**config.mk**
```make
export PLATFORM = sky130hd
export DESIGN_NAME = i2c_target
export DESIGN_NICKNAME = d
export VERILOG_FILES = /design/src/rtl/i2c_target.sv
export SDC_FILE = /design/constraint.sdc
export NUM_CORES = 1
export LEC_CHECK = 0
export ABC_AREA = 1
export CAP_MARGIN = 20
export CORE_MARGIN = 8
export CORE_UTILIZATION = 49
export DETAILED_ROUTE_END_ITERATION = 8
export PLACE_DENSITY_LB_ADDON = 0.12
export SLEW_MARGIN = 0
export SYNTH_ARGS = -nofsm -noshare
export SYNTH_HDL_FRONTEND = slang
export SYNTH_SLANG_ARGS = --single-unit
```
**constraint.sdc**
```tcl
create_clock -name clock -period 1.55 [get_ports clock]
set_input_delay 0.2325 -clock clock [delete_from_list [all_inputs] [get_ports clock]]
set_output_delay 0.2325 -clock clock [all_outputs]
set_load 0.05 [all_outputs]
```
**src/rtl/i2c_target.sv**
```systemverilog
// 7-bit address I2C target: oversampled SCL/SDA, START/STOP detection,
// write bytes streamed out and read bytes pulled in over valid/ready ports.
module i2c_target #(
    parameter logic [6:0] ADDR      = 7'h10,
    parameter logic [7:0] IDLE_FILL = 8'hFF
) (
    input  logic       clock,
    input  logic       reset,
    input  logic       scl_i,
    input  logic       sda_i,
    output logic       sda_oe,
    output logic [7:0] outData,
    output logic       outValid,
    input  logic       outReady,
    input  logic [7:0] inData,
    input  logic       inValid,
    output logic       inReady,
    output logic       rdWr,
    output logic       busy,
    output logic       overflow
);

    typedef enum logic [2:0] {
        stIdle, stAddr, stAddrAck, stRxByte, stRxAck, stTxByte, stTxAck, stWaitStop
    } state_t;

    state_t     state;
    logic       sclMeta, sclSync, sclPrev;
    logic       sdaMeta, sdaSync, sdaPrev;
    logic [7:0] shiftReg;
    logic [2:0] bitCnt;
    logic       ackPhase;   // second SCL fall of an ACK slot ends the slot
    logic       ackGood;
    logic       masterAck;

    logic       sclRise, sclFall, startDet, stopDet;
    logic [7:0] rxByte, txByte;

    assign sclRise  = sclSync & ~sclPrev;
    assign sclFall  = ~sclSync & sclPrev;
    assign startDet = sclSync & sclPrev & sdaPrev & ~sdaSync;
    assign stopDet  = sclSync & sclPrev & ~sdaPrev & sdaSync;
    assign rxByte   = {shiftReg[6:0], sdaSync};
    assign txByte   = inValid ? inData : IDLE_FILL;

    always_ff @(posedge clock) begin
        if (!reset) begin
            state     <= stIdle;
            sclMeta   <= 1'b1;
            sclSync   <= 1'b1;
            sclPrev   <= 1'b1;
            sdaMeta   <= 1'b1;
            sdaSync   <= 1'b1;
            sdaPrev   <= 1'b1;
            shiftReg  <= 8'h00;
            bitCnt    <= 3'd0;
            ackPhase  <= 1'b0;
            ackGood   <= 1'b0;
            masterAck <= 1'b0;
            sda_oe    <= 1'b0;
            outData   <= 8'h00;
            outValid  <= 1'b0;
            inReady   <= 1'b0;
            rdWr      <= 1'b0;
            busy      <= 1'b0;
            overflow  <= 1'b0;
        end else begin
            sclMeta  <= scl_i;
            sclSync  <= sclMeta;
            sclPrev  <= sclSync;
            sdaMeta  <= sda_i;
            sdaSync  <= sdaMeta;
            sdaPrev  <= sdaSync;
            inReady  <= 1'b0;
            overflow <= 1'b0;
            if (outValid && outReady)
                outValid <= 1'b0;

            // Bus conditions take priority over any bit event in the same cycle
            if (startDet) begin
                state     <= stAddr;
                bitCnt    <= 3'd0;
                sda_oe    <= 1'b0;
                ackPhase  <= 1'b0;
                masterAck <= 1'b0;
            end else if (stopDet) begin
                state     <= stIdle;
                sda_oe    <= 1'b0;
                busy      <= 1'b0;
                ackPhase  <= 1'b0;
                masterAck <= 1'b0;
            end else begin
                case (state)
                    stAddr: if (sclRise) begin
                        shiftReg <= rxByte;
                        bitCnt   <= bitCnt + 3'd1;
                        if (bitCnt == 3'd7) begin
                            if (rxByte[7:1] == ADDR) begin
                                rdWr  <= rxByte[0];
                                busy  <= 1'b1;
                                state <= stAddrAck;
                            end else begin
                                busy  <= 1'b0;
                                state <= stWaitStop;
                            end
                        end
                    end
                    stAddrAck: if (sclFall) begin
                        if (!ackPhase) begin
                            sda_oe   <= 1'b1;
                            ackPhase <= 1'b1;
                        end else begin
                            ackPhase <= 1'b0;
                            bitCnt   <= 3'd0;
                            if (rdWr) begin
                                shiftReg <= {txByte[6:0], 1'b0};
                                sda_oe   <= ~txByte[7];
                                inReady  <= inValid;
                                state    <= stTxByte;
                            end else begin
                                sda_oe <= 1'b0;
                                state  <= stRxByte;
                            end
                        end
                    end
                    stRxByte: if (sclRise) begin
                        shiftReg <= rxByte;
                        bitCnt   <= bitCnt + 3'd1;
                        if (bitCnt == 3'd7) begin
                            if (!outValid || outReady) begin
                                outData  <= rxByte;
                                outValid <= 1'b1;
                                ackGood  <= 1'b1;
                            end else begin
                                overflow <= 1'b1;
                                ackGood  <= 1'b0;
                            end
                            state <= stRxAck;
                        end
                    end
                    stRxAck: if (sclFall) begin
                        if (!ackPhase) begin
                            sda_oe   <= ackGood;
                            ackPhase <= 1'b1;
                        end else begin
                            sda_oe   <= 1'b0;
                            ackPhase <= 1'b0;
                            state    <= stRxByte;
                        end
                    end
                    stTxByte: if (sclFall) begin
                        if (bitCnt == 3'd7) begin
                            sda_oe <= 1'b0;
                            bitCnt <= 3'd0;
                            state  <= stTxAck;
                        end else begin
                            sda_oe   <= ~shiftReg[7];
                            shiftReg <= {shiftReg[6:0], 1'b0};
                            bitCnt   <= bitCnt + 3'd1;
                        end
                    end
                    stTxAck: begin
                        if (sclRise) begin
                            if (sdaSync)
                                state <= stWaitStop;
                            else
                                masterAck <= 1'b1;
                        end else if (sclFall && masterAck) begin
                            masterAck <= 1'b0;
                            shiftReg  <= {txByte[6:0], 1'b0};
                            sda_oe    <= ~txByte[7];
                            inReady   <= inValid;
                            state     <= stTxByte;
                        end
                    end
                    stWaitStop: sda_oe <= 1'b0;
                    default:    sda_oe <= 1'b0;
                endcase
            end
        end
    end

endmodule

```
==> summary.md, run 1 <==
| Metric | Value |
|---|---|
| Synth Area per Inst | 6.68 µm² |
| First-pass iteration count of the detailed router | 4 |
| Most common cell after layout, fill and taps aside | nand2_1 |
| Multi-input logic area | 1340 µm² |
| CTS tree | built |
| CP required | 1.73 ns |
| Detailed Place HPWL | 4530 µm |
| First-pass GRT wire length | 9880 µm |
| Post-Synth XOR/XNOR Area | 0% |
| Critical path class | reg -> reg |
| Drt drc | 0 |
| Filler Cell Count | 388 |
| Post-DP Area | 2650 µm² |
| Final cell count without fillers | 441 |
| Cell area after layout | 3000 µm² |
| Maxcap violations | 0 |
| CTS clk-pin slew, worst paths | 0.07 ns |
| Fmax | 680 MHz |
| GP Congestion | 0.937 |
| FP Rows | 24 |
| Initial antenna violation count | 0 |
| Clock sinks | 37 |
| Clock Root Buffer | clkbuf_8 |
| Post-synth EDFFs | 0 |
| Slew headroom | 66.8% |
| Post-synthesis compound-gate area fraction | 12.6% |
| Chip height | 81.9 µm |
| Total track usage | 18.8% |
| Setup skew after layout | 0.0106 ns |
| Critical path arrival | 1.65 ns |
| Setup violators final | 0 |
| Unique masters post-synth | 31 |
| Share of layout cells above drive strength 1 | 31.6% |
| Clock buffer depth | 2 |
| Max-slew violations | 0 |
| Power Internal | 2.86 mW |
| Largest net degree at the start of global routing | 17 |
| Top_reg_cell synth | dfxtp_1 |
| Post-synthesis instance total | 318 |
| Synth top area share | 34.8% |
| Via count | 2,259 |
| Iteration-0 DRC Markers | 116 |
| Routed Wire Length | 6090 µm |
| Top area cells in the synthesized netlist | dfxtp_1 35%, nor2_1 11%, nand2_1 10% |
| Post-route ant nets | 0 |
| Antenna cells | 0 |
| Status | completed |
| Clock share of power | 16.8% |
| Sequential share of power | 25.8% |
| Starting Density | 49.9% |
| Largest family of logic cells by synthesized area | simple AND/OR/NAND/NOR gates |
| Post-synth net total | 335 |
| Seq/Total Area, Yosys | 34.8% |
| Min-Delay Path Class | reg -> reg |
| Clock Latency Late Sink | 0.30 ns |
| CTS H-Tree Depth | 2 |
| Top-Level Pins | 28 |
| PD cells | 1670 nW/µm² |
| Reg area | 758 µm² |
| Final hold vios | 0 |
| Sw frac | 42.9% |
| Startpoint class of the critical path | register |
| Slowest-stage cell, CP | dfxtp_2 |
| Cell count after placement | 426 |
| Chip width | 81.9 µm |
| Tmin final | 1.47 ns |
| Leak Pwr | 1.38 nW |
| RSZ-0062 raised after global routing | yes |
| Sw Pwr | 2.15 mW |
| Adder-cell share of the synthesized area | 1.77% |
| Worst-Margin Slew | 0.493 ns |
| Syn. warnings | 0 |
| I/O Buffers | 27 |
| Final nets | 405 |
| Most used cell, CP | ha_4 |
| Area leader, netlist | dfxtp_1 |
| Synth Area in Simple Gates | 42.3% |
| Floorplan core area | 4260 µm² |
| Worst vdd ir | 0.804 mV |
| Seq cells post-synth | 37 |
| Crit share post-route | 94.9% |
| Most frequent cells in the layout | 56 x nand2_1, 55 x nor2_1, 51 x buf_4, 29 x dfxtp_1 |
| Worst Path Max Fanout | 3 |
| Vias/cell | 5.12 |
| Cell Chain, Critical Path | ha_4 -> ha_4 -> inv_2 -> nor2_4 -> buf_6 -> nand4_1 -> nor2_2 -> a211oi_2 |
| Crit path buf inv count | 2 |
| Post-Syn Area | 2130 µm² |
| Die area | 6700 µm² |
| Logic gate share of total power | 57.4% |
| Ys async rst share | 0% |
| Vias in the first global route | 2,181 |
| Num CTS Buffers | 5 |
| Post-synthesis mux area share | 0% |
| Drt wl/cell | 13.8 µm |
| Setup crit end kind | register |
| Area Growth Syn to Fin | 41.1% |
| Largest stage delay on the critical path | 0.36 ns |
| GRT Residual Overflow | 0 |
| Crit path max-delay family | simple AND/OR/NAND/NOR gates |
| Hold slack final | 0.416 ns |
## stage by stage
step           util (%)  setup TNS [ns]  power [mW]  worst slack, ns
6_report           70.3               0        5.00           0.0793
5_1_grt            70.3          -0.164        5.44          -0.0358
4_1_cts            66.2               0        4.75          0.00414
3_5_place_dp       62.1         -0.0508        3.78          -0.0194
3_3_place_gp       62.1               0        3.77          0.00242
2_1_floorplan         -               0        3.02           0.0420
## repair_timing
| action | 4_1_cts | 5_1_grt |
|---|---|---|
| setup buffers | 2 | 4 |
| hold buffers | 0 | 0 |
| gates resized for setup | 7 | 40 |
| gates cloned | 1 | 0 |
| pin swaps | 3 | 13 |
| endpoints found under the setup margin | 16 | 28 |
## area by class of cell
type / count / area share [%]
tap: 52 / 2.17
timing repair buffer: 69 / 19.3
inverter: 35 / 4.55
timing repair inverter: 1 / 0.250
clock inverter: 2 / 1.29
multi-input combinational: 239 / 44.8
sequential: 37 / 25.3
clock buffer: 6 / 2.42
## worst reg2reg max path: cells and delay by family, from the launching register on
kind / cells / cell delay, ns
AOI/OAI and AO/OA: 1 / 0.04
adders and majority gates: 2 / 0.28
buffers and inverters: 2 / 0.18
DFF: 1 / 0.36
and+or+nand+nor: 3 / 0.49
## cells in the mapped netlist (3+ instances only)
library cell,n
nor2_1,60
buf_4,3
ha_1,3
inv_2,4
dfxtp_1,37
nand4_1,4
or2_2,4
nand2_2,11
nand2_1,59
nand3_1,25
nand2_4,3
o21ai_0,27
inv_1,29
a21oi_1,20
nor3_1,3
nand3b_1,7
## power groups by stage
stage / Sequential (mW) / Clock [mW] / Combinational [mW]
2_1_floorplan: 1.25 / 0 / 1.77
3_3_place_gp: 1.26 / 0 / 2.51
3_5_place_dp: 1.27 / 0 / 2.51
4_1_cts: 1.25 / 0.859 / 2.65
5_1_grt: 1.31 / 0.897 / 3.23
6_report: 1.29 / 0.841 / 2.87
## state kept, by name, summed over array words and instances, names as in the netlist, 3 cells and up
register,flops
shiftReg,8
outData,8
state,3
bitCnt,3
## per-layer routing
layer / vias to the layer above / share of wire, % / track usage, %
li1: 1164 / - / -
met1: 1020 / 45 / 23.4
met2: 63 / 47 / 31.6
met3: 12 / 5.5 / 3.72
met4: 0 / 2.0 / 6.49
met5: - / 0 / 0
## kinds of logic after synthesis
kind of cell	after synthesis
buffers and inverters	42
AOI/OAI and AO/OA	51
DFF	37
and+or+nand+nor	185
adders and majority gates	3
## path summary, 6_finish.rpt
path,start,endpoint,slack [ns],cells after the start
max reg2reg,bitCnt[0],rdWr,0.08,8
max,bitCnt[0],rdWr,0.08,8
min reg2reg,sdaMeta,sdaSync,0.42,1
min,sdaMeta,sdaSync,0.42,1
No activity file was read; power rests on OpenSTA's default activity.
==> run 2: changes to the inputs <==
--- a/config.mk
+++ b/config.mk
@@ -7,6 +7,7 @@
 export LEC_CHECK = 0
 export ABC_AREA = 1
 export CAP_MARGIN = 20
+export CORE_ASPECT_RATIO = 0.5
 export CORE_MARGIN = 8
 export CORE_UTILIZATION = 49
 export DETAILED_ROUTE_END_ITERATION = 8
==> summary.md, run 2 (synthesized netlist as in run 1, its figures left out) <==
| Metric | Value |
|---|---|
| Status | completed |
| RSZ-0062 raised after global routing | yes |
| Largest net degree at the start of global routing | 17 (unchanged) |
| PD cells | 1730 nW/µm² (+3.4%) |
| Worst vdd ir | 0.661 mV (-18%) |
| Chip height | 62.6 µm (-24%) |
| Chip width | 109 µm (+33%) |
| Top-Level Pins | 28 (unchanged) |
| Vias in the first global route | 1,995 (-8.5%) |
| Area Growth Syn to Fin | 42.9% |
| Slowest-stage cell, CP | dfxtp_4 |
| Critical path class | reg -> reg |
| Worst Path Max Fanout | 7 (+4) |
| Die area | 6830 µm² (+1.9%) |
| Largest stage delay on the critical path | 0.38 ns (+0.02 ns) |
| Post-DP Area | 2650 µm² (+0.14%) |
| Critical path arrival | 1.71 ns (+0.06 ns) |
| Final cell count without fillers | 442 (+0.23%) |
| First-pass iteration count of the detailed router | 5 (+1) |
| Total Neg Setup Slack | 0 ns (unchanged) |
| Vias/cell | 5.21 (+1.8%) |
| Setup crit end kind | register |
| Antenna cells | 0 (unchanged) |
| CP endpoint | rdWr |
| CTS H-Tree Depth | 2 (unchanged) |
| Iteration-0 DRC Markers | 253 (+120%) |
| Hold_buf cts | 0 (unchanged) |
| Clock sinks | 37 (unchanged) |
| Final nets | 401 (-0.99%) |
| Cell area after layout | 3040 µm² (+1.3%) |
| Post-route ant nets | 0 (unchanged) |
| Starting Density | 49.7% (-0.13 points) |
| Final hold vios | 0 (unchanged) |
| Leak Pwr | 1.39 nW (+0.65%) |
| Startpoint class of the critical path | register |
| Total track usage | 19.6% (+0.73 points) |
| Min-Delay Path Class | reg -> reg |
| Maxcap violations | 0 (unchanged) |
| Share of layout cells above drive strength 1 | 32.7% (+1.1 points) |
| Drt drc | 0 (unchanged) |
| Dpl ws | -0.0754 ns (-0.0560 ns) |
| Via count | 2,305 (+2.0%) |
| Worst R2R Setup Slack | 0.02 ns (-0.06 ns) |
| Worst Setup SP | sclPrev |
| Clock buffer depth | 2 (unchanged) |
| Num CTS Buffers | 5 (unchanged) |
| GP Congestion | 0.990 (+5.6%) |
| GRT Residual Overflow | 0 (unchanged) |
| Most used cell, CP | buf_4 |
| Drt wl/cell | 15.7 µm (+13%) |
| Most common cell after layout, fill and taps aside | nor2_1 |
| FP Rows | 17 (-29%) |
| Setup violators final | 0 (unchanged) |
| Fmax | 654 MHz (-3.9%) |
| Floorplan core area | 4280 µm² (+0.26%) |
| Worst-Margin Slew | 0.437 ns (-0.0561 ns) |
| First-pass GRT wire length | 10,300 µm (+4.1%) |
| CTS tree | built |
| Detailed Place HPWL | 5120 µm (+13%) |
| FF-to-FF Start | sclPrev |
| Clock Root Buffer | clkbuf_8 |
| Initial antenna violation count | 0 (unchanged) |
| Setup ws final | 0.0202 ns (-0.0591 ns) |
| Capturing point of the worst reg2reg path | rdWr |
| Slew headroom | 70.6% (+3.8 points) |
| Cell Chain, Critical Path | inv_2 -> nand2_4 -> buf_4 -> nor2_2 -> buf_4 -> nand4_1 -> nor2_1 -> a211oi_2 |
| Reg2Reg Depth | 8 (unchanged) |
| Largest regs | outData: 8 flops, shiftReg: 8 flops |
| Tmin final | 1.53 ns (+0.0591 ns) |
| Most frequent cells in the layout | 52 x nor2_1, 51 x nand2_1, 46 x buf_4, 30 x dfxtp_1 |
| Routed Wire Length | 6930 µm (+14%) |
| Crit share post-route | 98.7% (+3.8 points) |
| CTS clk-pin slew, worst paths | 0.08 ns (about the same) |
| Setup skew after layout | 0.00832 ns (-0.00229 ns) |
| Max-slew violations | 0 (unchanged) |
| CP required | 1.73 ns (about the same) |
| Cell count after placement | 429 (+0.70%) |
| Clock Latency Late Sink | 0.30 ns (about the same) |
| I/O Buffers | 27 (unchanged) |
-- run 2: cell types whose count changed in the layout (fill, tap and decap cells not counted), sizes merged --
| cell | previous run | this run |
|---|---|---|
| buf | 56 | 53 |
| clkinvlp | 1 | 0 |
-- run 2: how the worst min path moves through the flow --
stage                 start  endpoint  slack (ns)  cells past startpoint
floorplan             scl_i   sclMeta        0.34                      1
global placement    sclMeta   sclSync        0.40                      1
detailed placement  sclMeta   sclSync        0.41                      1
CTS                 sclMeta   sclSync        0.43                      1
global route        sclMeta   sclSync        0.44                      1
finish              sclMeta   sclSync        0.42                      1
-- run 2: routing by layer --
metal / wire length [µm] / share of wire, % / global-route usage [%]
met3: 865 / 12 / 7.61
met2: 2680 / 39 / 23.8
met5: 0 / 0 / 0
met4: 65 / 0.94 / 4.57
met1: 3320 / 48 / 29.9
-- run 2: area by class of cell --
cell class / count / area (µm²)
fill: 356 / 1240
sequential: 37 / 757
timing repair buffer: 66 / 567
inverter: 35 / 139
clock inverter: 2 / 38.8
multi-input combinational: 239 / 1390
clock buffer: 6 / 72.6
tap: 57 / 71.3
-- run 2: critical path: cells and delay by family (launching register included) --
family,cells,cell delay (ns)
flip-flops,1,0.38
buffers and inverters,3,0.38
AND/OR/NAND/NOR,4,0.62
AO/OA/AOI/OAI,1,0.05
-- run 2: where the power goes --
group	switching [mW]	total (mW)	internal [mW]	leakage [nW]
clock network	0.377	0.860	0.483	0.0554
registers	0.158	1.31	1.15	0.303
logic	1.80	3.08	1.27	1.03
total	2.34	5.24	2.91	1.39
-- run 2: what timing repair did --
item                       4_1_cts  5_1_grt
gates resized for setup         10       55
setup endpoints to repair       15       26
setup buffers                    0        5
pin swaps                        2       12
-- run 2: through the flow --
| step | hold slack, ns | utilization, % | total power, mW |
|---|---|---|---|
| global placement | 0.399 | 62.0 | 3.81 |
| global route | 0.440 | 71.1 | 5.62 |
| floorplan | 0.339 | - | 3.02 |
| finish | 0.421 | 71.1 | 5.24 |
| CTS | 0.426 | 65.4 | 4.72 |
| detailed placement | 0.407 | 62.0 | 3.83 |
